## src/rtl/fb_line_fetcher.sv

```systemverilog
// Framebuffer line fetcher: on line_start, reads one row of WORDS_PER_LINE words from a
// synchronous RAM and feeds them to the pixel shifter. It follows the shifter's pixel and
// repeat counters, so the next word is already on d before the shifter reloads.
// Latency: read at T1, word0 on d at T3 with load, word1 on d from T6, later words 3 cycles
// after each reload. After the last word, d is 0 so the shifter reloads blank pixels.
// Flow control: enable low freezes all counters. line_start aborts any line in progress.
// Ports:
//   clk, reset        pixel clock, asynchronous active-high reset
//   line_start, row   1-cycle start pulse and the row index sampled with it
//   enable, mult      shifter enable and pixel repeat count less one (same as the shifter)
//   mem_addr, mem_rd  RAM read address and 1-cycle read strobe (data on mem_data next cycle)
//   mem_data          RAM read data
//   d, load           word to the shifter and its 1-cycle load pulse
//   active            high from line_start until the last word of the row is consumed
module fb_line_fetcher #(
  parameter int WIDTH          = 16,
  parameter int WORDS_PER_LINE = 4,
  parameter int ROW_W          = 5,
  parameter int ADDR_W         = 7
) (
  input  logic              clk,
  input  logic              reset,
  input  logic              line_start,
  input  logic [ROW_W-1:0]  row,
  input  logic              enable,
  input  logic [3:0]        mult,
  output logic [ADDR_W-1:0] mem_addr,
  output logic              mem_rd,
  input  logic [WIDTH-1:0]  mem_data,
  output logic [WIDTH-1:0]  d,
  output logic              load,
  output logic              active
);

  localparam int PW = $clog2(WIDTH);
  localparam int KW = $clog2(WORDS_PER_LINE + 1);

  typedef enum logic [2:0] {IDLE, RD0, LAT0, LOAD, RDN, LATN, RUN} state_t;

  state_t            state, state_nxt;
  logic [ADDR_W-1:0] base, base_nxt;
  logic [3:0]        sub, sub_nxt;
  logic [PW-1:0]     pix, pix_nxt;
  logic [KW-1:0]     k, k_nxt;
  logic [WIDTH-1:0]  d_nxt;
  logic              load_nxt, rd_nxt, active_nxt;
  logic [ADDR_W-1:0] addr_nxt;

  logic [ADDR_W-1:0] new_base;
  logic              counting, last_word, more_reads;

  assign new_base = ADDR_W'(row) * ADDR_W'(WORDS_PER_LINE);
  // The shifter is running once word0 has been loaded, whether or not a read is in flight.
  assign counting   = (state == RDN) || (state == LATN) || (state == RUN);
  assign last_word  = (k == KW'(WORDS_PER_LINE - 1));
  // On a reload, word k+1 enters the shifter. Word k+2 must be fetched if it exists.
  assign more_reads = (int'(k) + 2) < WORDS_PER_LINE;

  always_ff @(posedge clk or posedge reset) begin
    if (reset) begin
      state    <= IDLE;
      base     <= '0;
      sub      <= '0;
      pix      <= '0;
      k        <= '0;
      d        <= '0;
      load     <= 1'b0;
      mem_rd   <= 1'b0;
      mem_addr <= '0;
      active   <= 1'b0;
    end else begin
      state    <= state_nxt;
      base     <= base_nxt;
      sub      <= sub_nxt;
      pix      <= pix_nxt;
      k        <= k_nxt;
      d        <= d_nxt;
      load     <= load_nxt;
      mem_rd   <= rd_nxt;
      mem_addr <= addr_nxt;
      active   <= active_nxt;
    end
  end

  always_comb begin
    state_nxt  = state;
    base_nxt   = base;
    sub_nxt    = sub;
    pix_nxt    = pix;
    k_nxt      = k;
    d_nxt      = d;
    load_nxt   = 1'b0;
    rd_nxt     = 1'b0;
    addr_nxt   = mem_addr;
    active_nxt = active;

    case (state)
      RD0: state_nxt = LAT0;
      LAT0: begin
        d_nxt     = mem_data;
        load_nxt  = 1'b1;
        state_nxt = LOAD;
      end
      LOAD: begin
        // The shifter loads at the end of this cycle. Counting restarts from zero here.
        sub_nxt   = '0;
        pix_nxt   = '0;
        k_nxt     = '0;
        rd_nxt    = 1'b1;
        addr_nxt  = base + ADDR_W'(1);
        state_nxt = RDN;
      end
      RDN: state_nxt = LATN;
      LATN: begin
        d_nxt     = mem_data;
        state_nxt = RUN;
      end
      default: ;
    endcase

    if (counting && enable) begin
      if (sub == mult) begin
        sub_nxt = '0;
        if (pix == PW'(WIDTH - 1)) begin
          // The shifter reloads from d on this cycle.
          pix_nxt = '0;
          if (last_word) begin
            k_nxt      = '0;
            active_nxt = 1'b0;
            state_nxt  = IDLE;
          end else begin
            k_nxt = k + KW'(1);
            if (more_reads) begin
              rd_nxt    = 1'b1;
              addr_nxt  = base + ADDR_W'(k) + ADDR_W'(2);
              state_nxt = RDN;
            end else begin
              // The final word has just entered the shifter. Blank follows it.
              d_nxt = '0;
            end
          end
        end else begin
          pix_nxt = pix + PW'(1);
        end
      end else begin
        sub_nxt = sub + 4'd1;
      end
    end

    // A new line overrides everything. Hold d so that no data from the old row is captured.
    if (line_start) begin
      state_nxt  = RD0;
      base_nxt   = new_base;
      sub_nxt    = '0;
      pix_nxt    = '0;
      k_nxt      = '0;
      d_nxt      = d;
      load_nxt   = 1'b0;
      rd_nxt     = 1'b1;
      addr_nxt   = new_base;
      active_nxt = 1'b1;
    end
  end

endmodule

```

## config.mk

```make
export PLATFORM = sky130hd
export DESIGN_NAME = fb_line_fetcher
export DESIGN_NICKNAME = d
export VERILOG_FILES = /design/src/rtl/fb_line_fetcher.sv
export SDC_FILE = /design/constraint.sdc
export NUM_CORES = 1
export LEC_CHECK = 0
export ABC_AREA = 1
export BUFFER_PORTS_ARGS = -buffer_cell sky130_fd_sc_hd__buf_2
export CAP_MARGIN = 20
export CELL_PAD_IN_SITES_DETAIL_PLACEMENT = 0
export CELL_PAD_IN_SITES_GLOBAL_PLACEMENT = 1
export CORE_UTILIZATION = 30
export DETAILED_ROUTE_END_ITERATION = 16
export PLACE_DENSITY = 0.65
export RECOVER_POWER = 100
export SLEW_MARGIN = 30
export SYNTH_ARGS = -nofsm -noshare
export SYNTH_HDL_FRONTEND = slang
export SYNTH_SLANG_ARGS = --single-unit
```

## constraint.sdc

```tcl
create_clock -name clk -period 4.6 [get_ports clk]
set_clock_uncertainty 0.05 [all_clocks]
set_input_delay 0.23 -clock clk [delete_from_list [all_inputs] [get_ports clk]]
set_output_delay 0.23 -clock clk [all_outputs]
set_load 0.01 [all_outputs]
```

After elaboration in Yosys (flattened, before gate mapping)
Cells that the tools add are included.

cells by class
  add/subtract/negate cells = 7
  $mul = 0
  divide/modulo/power cells = 0
  magnitude comparators = 1
  equal/unequal tests = 9
  shift operators = 0
  mux-type cells = 49
  bitwise gates (word level) = 0
  reduce and logical (&&, ||, !) cells = 10

operator list
  operator                                                               count
  16-bit 2-to-1 mux                                                      6
  7-bit 2-to-1 mux                                                       7
  3-bit 2-to-1 mux                                                       12
  4-bit 2-to-1 mux                                                       9
  3-bit one-hot mux with 5 select lines                                  1
  1-bit 2-to-1 mux                                                       14
  3-bit by 2-bit equality test with 1-bit output, second input constant  3
  3-bit equality test, second input constant                             3
  4-bit by 1-bit adder with 4-bit output, second input constant          2
  2-bit nonzero test                                                     4
  7-bit by 1-bit adder with 7-bit output, second input constant          1
  7-bit by 2-bit adder with 7-bit output, second input constant          1
  7-bit by 3-bit adder with 7-bit output                                 1
  3-bit by 2-bit adder with 4-bit output, second input constant          1
  4-bit equality test                                                    1
  4-bit equality test, second input constant                             1
  4-bit by 3-bit < comparator with 1-bit output, second input constant   1
  4-bit AND reduction                                                    1
  3-bit by 1-bit adder with 3-bit output, second input constant          1
  3-bit by 1-bit equality test with 1-bit output, second input constant  1
  3-bit nonzero test                                                     1
  1-bit logical OR                                                       2
  2-bit OR reduction                                                     1
  1-bit logical AND                                                      1

storage, ports and cells
  register bits = 45
  bits in latches = 0
  memory bits (writable) = 0
  bits in read-only memories = 0
  bits of input ports = 29
  output and inout bits = 26
  logic and storage cells = 86
  memories = 0

Logic depth before layout (Yosys ltp)
Gate-level depths: netlist of run 1.

  word-level depth = 8
  gate-level depth with buffers = 11
  gate-level depth less buffers = 11

Worst setup path before layout of run 1
No wires, ideal clock.

  path type = register to register
  start = register state[1]
  end = register d[0]
  library setup time = 0.113 ns
  arrival = 1.438 ns
  required time = 4.437 ns
  slack = 2.999 ns
  stages on the path, launching flop included = 11
  buffers on the path = 1
  period minus slack after synthesis = 1.601 ns
  path through = dfrtp_1 -> inv_1 -> ha_1 -> inv_1 -> nand2_1 -> nand2_2 -> nor3_4 -> nand3_4 -> buf_6 -> nand2_1 -> inv_1

between the ends
  cells in the longest elaborated chain, start to end = 8
  elaborated cells between the ends (all ways) = 14
  those cells by class = eq/ne: 4; mux: 6; reduce/logical: 4

ends and longest elaborated chain
  element                                                                                line    RTL
  from (decl)                                                                            40      state_t state, state_nxt;
  from (signal assigned)                                                                 72      state <= state_nxt;
  3-bit equality test or 3-bit by 2-bit equality test with 1-bit output (tied branches)  54, 97
  2-bit OR reduction (no source line)                                                    n/a
  16-bit 2-to-1 mux                                                                      97      case (state)
  16-bit 2-to-1 mux                                                                      133     if (more_reads) begin
  16-bit 2-to-1 mux                                                                      127     if (last_word) begin
  16-bit 2-to-1 mux                                                                      124     if (pix == PW'(WIDTH - 1)) begin
  16-bit 2-to-1 mux                                                                      122     if (sub == mult) begin
  16-bit 2-to-1 mux *                                                                    121     if (counting && enable) begin
  to (signal assigned)                                                                   77      d <= d_nxt;
  to (decl)                                                                              30      output logic [WIDTH-1:0] d,

Mark *: on every way between the ends. The rest lies on a longest branch, timed or not.
A chain may end at the register's enable or synchronous reset.

Final worst setup path of run 1
  start = register state[1]
  end = register active

between the ends
  cells in the longest elaborated chain, start to end = 6
  elaborated cells between the ends (all ways) = 8
  those cells by class = eq/ne: 3; reduce/logical: 5

ends and longest elaborated chain
  element                                 line  RTL
  3-bit equality test                     54    assign counting = (state == RDN) || (state == LATN) || (state == RUN);
  1-bit logical OR                        54
  1-bit logical OR *                      54
  1-bit logical AND *                     121
  2-bit nonzero test (no source line) *   n/a
  4-bit AND reduction (no source line) *  n/a
  to (signal assigned)                    81    active <= active_nxt;
  to (decl)                               32    output logic active

Marks and branches as above.

==> qor_table.md, run 1 <==
| Parameter | Reported | Unit |
|:---|:---|:---|
| Netlist area before placement | 2625 | um^2 |
| Total detailed-routing wirelength | 5800 | um |
| Post-Synthesis Cells | 367 | - |
| Largest fanout on the critical path | 12 | - |
| Die Height | 95.54 | um |
| Class of the tightest hold or removal check | input pin to flip-flop | - |
| Max-cap check violation count | 1 | - |
| Floorplan die area | 9128 | um^2 |
| Library cell occupying the most area in the post-synthesis netlist | dfrtp_1 | - |
| Peak supply drop | 0.1320 | mV |
| Average cell area after synthesis | 7.153 | um^2 |
| Utilization after layout | 36.26 | % |
| Placement Rows | 33 | - |
| Drt initial violations | 86 | - |
| YS warnings | 0 | - |
| Clock transition at path regs | 0.09 | ns |
| Top-level I/O count | 55 | - |
| Total of hold buffers inserted after clock tree synthesis | 1 | - |
| Largest buffer count on any clock path | 2 | - |
| Clock root buffer master | clkbuf_8 | - |
| Unique cell type count in the Yosys netlist | 28 | - |
| Timing-limited maximum frequency | 425.3 | MHz |
| First-pass GRT wire length | 9742 | um |
| Violated checks | max-capacitance violations, max-slew violations | - |
| Via count of the first global-routing pass | 2133 | - |
| DR pass1 iterations | 4 | - |
| Transition at the pin with the smallest max-transition slack | 2.056 | ns |
| Total Negative Setup Slacks | 0 | ns |
| Largest cells by area after synthesis | dfrtp_1 (43%), nand2_1 (17%), inv_1 (12%) | - |
| Post-detailed-route wirelength per cell | 11.01 | um |
| Core region area | 8341 | um^2 |
| Power density over cell area | 467.1 | nW/um^2 |
| Number of antenna violations at the first check in global routing | 0 | - |
| Leading cell type by number of instances after synthesis | nand2_1 | - |
| Number of CTS-inserted buffers | 5 | - |
| Worst path arrival time | 2.48 | ns |
| Switching part of the total power | 40.63 | % |
| Proportion of synthesized chip area in sequential cells | 42.90 | % |
| Total global-route track usage | 13.96 | % |
| CP Capture Type | flip-flop | - |
| Proportion of power drawn by flip-flops and latches | 40.1 | % |
| RSZ-0062 raised after global routing | no | - |
| Period utilisation layout | 51.12 | % |
| Run status | finished, violations left | - |
| Flop and latch count out of synthesis | 45 | - |
| Number of setup violations in the final report | 0 | - |
| Vias per std cell | 4.271 | - |
| Quantity of gates resized following cts | 0 | - |
| Last weighted congestion value of the routability-driven placer | 0.7594 | - |
| Vias after detailed routing | 2251 | - |
| Clock insertion delay at the later pin of the skew report | 0.30 | ns |
| Fraction of synthesized cell area taken by the top area cell type | 42.90 | % |
| Count of cells along the worst register-to-register path | 9 | - |
| Proportion of register bits with asynchronous set or reset after synthesis | 100.0 | % |
| Number of cells traversed by the worst hold path | 3 | - |
| Final net count | 456 | - |
| WP data required | 4.73 | ns |
| Share of power burned in combinational logic | 40.4 | % |
| DRC Markers | 0 | - |
| Clock share of power | 19.5 | % |
| Number of levels in the clock H-tree | 2 | - |
| Nets in the synthesized netlist | 402 | - |
| Largest net degree at the start of global routing | 46 | - |
| Classification of the worst setup path | flip-flop to flip-flop | - |
| Final critical delay including setup and external delays | 2.351 | ns |
| Buffers added on ports | 54 | - |
| LEAKAGE | 1.679 | nW |
| Area delta synth->final | 15.20 | % |
| Net switching component of the power | 0.5739 | mW |
| Int Power | 0.8386 | mW |
| Final hold vios | 0 | - |
| Nature of the critical path startpoint | flip-flop | - |
| Synth Flop Type | dfrtp_1 | - |
| X dimension of the die | 95.54 | um |
| Count of final max-slew check failures | 46 | - |
| Leftover overflow at the end of global routing | 0 | - |
| Headroom to the max-slew limit | -37.81 | % |
| Detailed Place HPWL | 4098 | um |
| Number of buffers inserted by post-CTS setup repair | 0 | - |
| Number of diodes | 0 | - |
| Synth top cells by count | nand2_1 (116), inv_1 (82), dfrtp_1 (45), o21ai_0 (38), nand3_1 (23) | - |
| Post-layout total power | 1.412 | mW |
| Starting density of the core | 31.47 | % |
| Number of clock sinks | 45 | - |
| Final antenna-violating net count | 0 | - |
| Fraction of layout cells with a size suffix above 1 | 11.61 | % |
| TritonCTS clock tree | yes | - |
| Number of synthesized flops with an enable pin | 0 | - |
logic make-up after synthesis:
kind of cell	Yosys count	synth area share, %
flip-flops	45	42.90
adder cells (fa/ha/maj)	6	3.146
buffers and inverters	93	13.82
XOR/XNOR	6	2.002
AND/OR/NAND/NOR	168	28.65
AO/OA/AOI/OAI	49	9.485
flip-flops by register name, summed over array words and instances (netlist names):
register	cells
mem_addr	7
sub	4
load	1
k	3
active	1
d	16
mem_rd	1
state	3
pix	4
base	5
final cells by class:
class | count | area, um^2
Clock buffer | 7 | 96.34
Clock inverter | 1 | 5.005
Fill cell | 934 | 5316
Inverter | 85 | 320.3
Multi-Input combinational cell | 229 | 1097
Sequential cell | 45 | 1126
Tap cell | 105 | 131.4
Timing Repair Buffer | 55 | 247.7
cells in the final DEF, fill, tap and decap left out:
cell type,Yosys,layout
nor3_1,1,2
o211ai_1,1,1
nand3_1,23,23
nor2_4,3,3
nor2_1,14,15
nand2_4,1,1
xnor2_1,3,3
clkinvlp_2,0,1
nand4_1,1,2
a21oi_1,8,8
nand2_2,5,4
dlygate4sd3_1,0,1
dfrtp_1,45,45
inv_1,82,81
o21ai_0,38,38
inv_2,3,3
ha_1,5,5
fa_1,1,1
clkinv_2,0,1
clkbuf_8,0,7
o22ai_1,1,1
clkbuf_1,4,26
buf_2,2,28
nand3_2,0,1
nand2_1,116,117
xor2_1,3,3
o21ai_1,1,1
power by group through the flow:
stage          clock network (mW)  registers (mW)  logic [mW]
3_5_place_dp                    0           0.575       0.601
2_1_floorplan                   0           0.603       0.396
5_1_grt                     0.302           0.582       0.684
3_3_place_gp                    0           0.573       0.600
6_report                    0.275           0.567       0.571
4_1_cts                     0.286           0.567       0.605
final timing paths:
check	from	slack [ns]	endpoint
min reg2reg	mem_addr[1]$_DFF_PP0_	0.45	mem_addr[1]$_DFF_PP0_
min in group asynchronous	reset	0.97	sub[2]$_DFFE_PP0P_
max reg2reg	state[1]$_DFF_PP0_	2.25	active$_DFFE_PP0P_
max in group asynchronous	reset	2.59	mem_addr[0]$_DFF_PP0_
min	row[3]	0.09	mem_addr[5]$_DFF_PP0_
max	state[1]$_DFF_PP0_	2.25	active$_DFFE_PP0P_
layer usage:
layer | vias to the layer above | part of all wire [%] | track usage (%)
met5 | - | 0 | 0
met4 | 0 | 1.4 | 4.478
met3 | 5 | 3.0 | 3.030
met2 | 25 | 48 | 23.63
met1 | 1010 | 48 | 17.61
li1 | 1211 | - | -
worst max-delay path: stages, from the launching register on:
cell     delay [ns]
dfrtp_1        0.44
inv_1          0.10
ha_1           0.16
inv_1          0.04
nand2_1        0.05
nand2_1        0.16
nor2_1         0.68
nand2_1        0.26
o21ai_0        0.22
nand2_1        0.06
per-stage QoR:
stage / instance area, um^2 / cells / hold slack (ns) / setup WS, ns
after global placement: 2983 / 518 / 0.4017 / 1.995
final: 3024 / 527 / 0.08843 / 2.249
after floorplan: 2625 / 367 / 0.3099 / 2.999
after detailed placement: 2985 / 518 / 0.2982 / 1.975
after CTS: 3097 / 527 / 0.08395 / 2.291
after global routing: 3024 / 527 / 0.09371 / 1.908
Power figures use the tool's default switching activity.
==> inputs of run 2 (changes only) <==
- clock period: 4.6 -> 2.4 ns (I/O delays scaled with it)
==> qor_table.md, run 2 (synthesis results as in run 1) <==
| Parameter | Reported | Unit | Delta |
|:---|:---|:---|:---|
| Run status | complete, no violations | - | was finished, violations left |
| Total Negative Setup Slacks | 0 | ns | unchanged |
| Via count of the first global-routing pass | 2199 | - | was 2133 |
| Floorplan die area | 9128 | um^2 | unchanged |
| Crit path cell chain | inv_1 -> ha_1 -> inv_1 -> nand2_1 -> nand2_1 -> nor2_2 -> nand2_1 -> o21ai_0 -> nand2_1 | - | was inv_1 -> ha_1 -> inv_1 -> nand2_1 -> nand2_1 -> nor2_1 -> nand2_1 -> o21ai_0 -> nand2_1 |
| Number of antenna violations at the first check in global routing | 0 | - | unchanged |
| Peak supply drop | 0.3586 | mV | was 0.1320 mV |
| Timing-limited maximum frequency | 480.7 | MHz | was 425.3 MHz |
| Family of cells with the greatest summed delay on the critical path | simple AND/OR/NAND/NOR gates | - | unchanged |
| Final critical delay including setup and external delays | 2.080 | ns | was 2.351 ns |
| Placement Rows | 33 | - | unchanged |
| Buffers added on ports | 54 | - | unchanged |
| Leftover overflow at the end of global routing | 0 | - | unchanged |
| Classification of the worst setup path | flip-flop to flip-flop | - | unchanged |
| Largest buffer count on any clock path | 2 | - | unchanged |
| Class of the tightest hold or removal check | input pin to flip-flop | - | unchanged |
| Headroom to the max-slew limit | 49.83 | % | was -37.81% |
| RSZ-0062 raised after global routing | no | - | unchanged |
| Detailed Place HPWL | 4216 | um | was 4098 um |
| X dimension of the die | 95.54 | um | unchanged |
| Area delta synth->final | 19.21 | % | was 15.20% |
| Nature of the critical path startpoint | flip-flop | - | unchanged |
| First-pass GRT wire length | 9901 | um | was 9742 um |
| Worst path arrival time | 2.23 | ns | was 2.48 ns |
| Vias after detailed routing | 2314 | - | was 2251 |
| Largest fanout on the critical path | 12 | - | unchanged |
| Final net count | 465 | - | was 456 |
| Fraction of met2 tracks used by global routing | 23.63 | % | unchanged |
| Final hold vios | 0 | - | unchanged |
| Busiest layer in global routing | met2 | - | unchanged |
| Count of buffer and inverter cells on the critical path | 2 | - | unchanged |
| Global-route met3 utilization | 2.632 | % | was 3.030% |
| Delay of the slowest cell on the worst path | 0.48 | ns | was 0.68 ns |
| DR pass1 iterations | 4 | - | unchanged |
| Number of CTS-inserted buffers | 5 | - | unchanged |
| Max-cap check violation count | 0 | - | was 1 |
| Total global-route track usage | 14.11 | % | was 13.96% |
| Quantity of gates resized following cts | 0 | - | unchanged |
| CP Capture Type | flip-flop | - | unchanged |
| Total detailed-routing wirelength | 5855 | um | was 5800 um |
| Clock transition at path regs | 0.09 | ns | about the same |
| DRC Markers | 0 | - | unchanged |
| Clock insertion delay at the later pin of the skew report | 0.30 | ns | about the same |
| Most frequent cells in the layout | nand2_1 (117), inv_1 (82), dfrtp_1 (45), o21ai_0 (38), buf_2 (28) | - | was nand2_1 (117), inv_1 (81), dfrtp_1 (45), o21ai_0 (38), buf_2 (28) |
| Count of final max-slew check failures | 0 | - | was 46 |
| Number of buffers inserted by post-CTS setup repair | 0 | - | unchanged |
| Number of diodes | 0 | - | unchanged |
| Number of levels in the clock H-tree | 2 | - | unchanged |
| Drt initial violations | 99 | - | was 86 |
| Post-layout total power | 2.814 | mW | was 1.412 mW |
| Power density over cell area | 899.1 | nW/um^2 | was 467.1 nW/um^2 |
| Post-detailed-route wirelength per cell | 10.92 | um | was 11.01 um |
| Number of setup violations in the final report | 0 | - | unchanged |
| Core region area | 8341 | um^2 | unchanged |
| Cell with the biggest individual delay on the critical path | nor2_2 | - | was nor2_1 |
| Largest net degree at the start of global routing | 33 | - | was 46 |
| Last weighted congestion value of the routability-driven placer | 0.8106 | - | was 0.7594 |
| Transition at the pin with the smallest max-transition slack | 0.7525 | ns | was 2.056 ns |
| Most flop-heavy register | d | - | unchanged |
| Grt met1 use | 18.33 | % | was 17.61% |
| Clock root buffer master | clkbuf_8 | - | unchanged |
| Top-level I/O count | 55 | - | unchanged |
| Final antenna-violating net count | 0 | - | unchanged |
| Total of hold buffers inserted after clock tree synthesis | 6 | - | was 1 |
| TritonCTS clock tree | yes | - | unchanged |
| Flip-flop count of the largest register after layout | 16 | - | unchanged |
| Period utilisation layout | 86.68 | % | was 51.12% |
| Starting density of the core | 31.47 | % | unchanged |
| Number of clock sinks | 45 | - | unchanged |
| LEAKAGE | 1.742 | nW | was 1.679 nW |
| Vias per std cell | 4.317 | - | was 4.271 |
| Largest registers | d: 16 flops, mem_addr: 7 flops, base: 5 flops | - | unchanged |
| Most common library cell in the layout ignoring fill and taps | nand2_1 | - | unchanged |
| Top cell by count, worst path | nand2_1 | - | unchanged |
| WP data required | 2.55 | ns | was 4.73 ns |
| Die Height | 95.54 | um | unchanged |
| Fraction of layout cells with a size suffix above 1 | 12.30 | % | was 11.61% |
## run 2: routing by layer
metal / up-vias / share of wire (%)
met4: 0 / 1.2
met5: - / 0
met3: 5 / 3.3
li1: 1228 / -
met2: 36 / 48
met1: 1045 / 47
## run 2: final timing paths
kind,endpoint,cells after the start,startpoint,slack [ns]
worst max register to register,active$_DFFE_PP0P_,9,state[1]$_DFF_PP0_,0.32
worst min-delay path,d[10]$_DFFE_PP0N_,5,mem_data[10],0.07
min in group asynchronous,d[8]$_DFFE_PP0N_,3,reset,0.41
max in group asynchronous,mem_addr[6]$_DFF_PP0_,4,reset,0.71
worst min register to register,mem_addr[1]$_DFF_PP0_,2,mem_addr[1]$_DFF_PP0_,0.44
worst max-delay path,active$_DFFE_PP0P_,9,state[1]$_DFF_PP0_,0.32
## run 2: cell type report
cell class,count,area [um^2]
multi-input combinational,229,1111
clock buffer,7,86.33
fill,921,5211
timing repair buffer,64,325.3
inverter,85,319.1
clock inverter,1,30.03
sequential,45,1126
tap,105,131.4
## run 2: per-stage QoR
step	std cells	worst slack (ns)	utilization, %	cell area, um^2	hold slack (ns)
6_report	536	0.3198	37.52	3129	0.07249
5_1_grt	536	0.1118	37.52	3129	0.08905
4_1_cts	536	0.4387	38.24	3189	0.06748
3_5_place_dp	522	0.4265	36.12	3013	0.08442
3_3_place_gp	522	0.4962	36.12	3013	0.08317
2_1_floorplan	367	0.7992	-	2625	0.1999
## run 2: where the power goes
part	leakage, nW	switching (mW)	internal [mW]
sequential	0.543	0.131	0.953
combinational	1.14	0.706	0.417
clock	0.0585	0.267	0.340
## run 2: worst register-to-register path, stage by stage (launching register included)
cell and delay (ns):
dfrtp_1 0.45, inv_1 0.10, ha_1 0.16, inv_1 0.04, nand2_1 0.05, nand2_1 0.19
nor2_2 0.48, nand2_1 0.20, o21ai_0 0.20, nand2_1 0.06
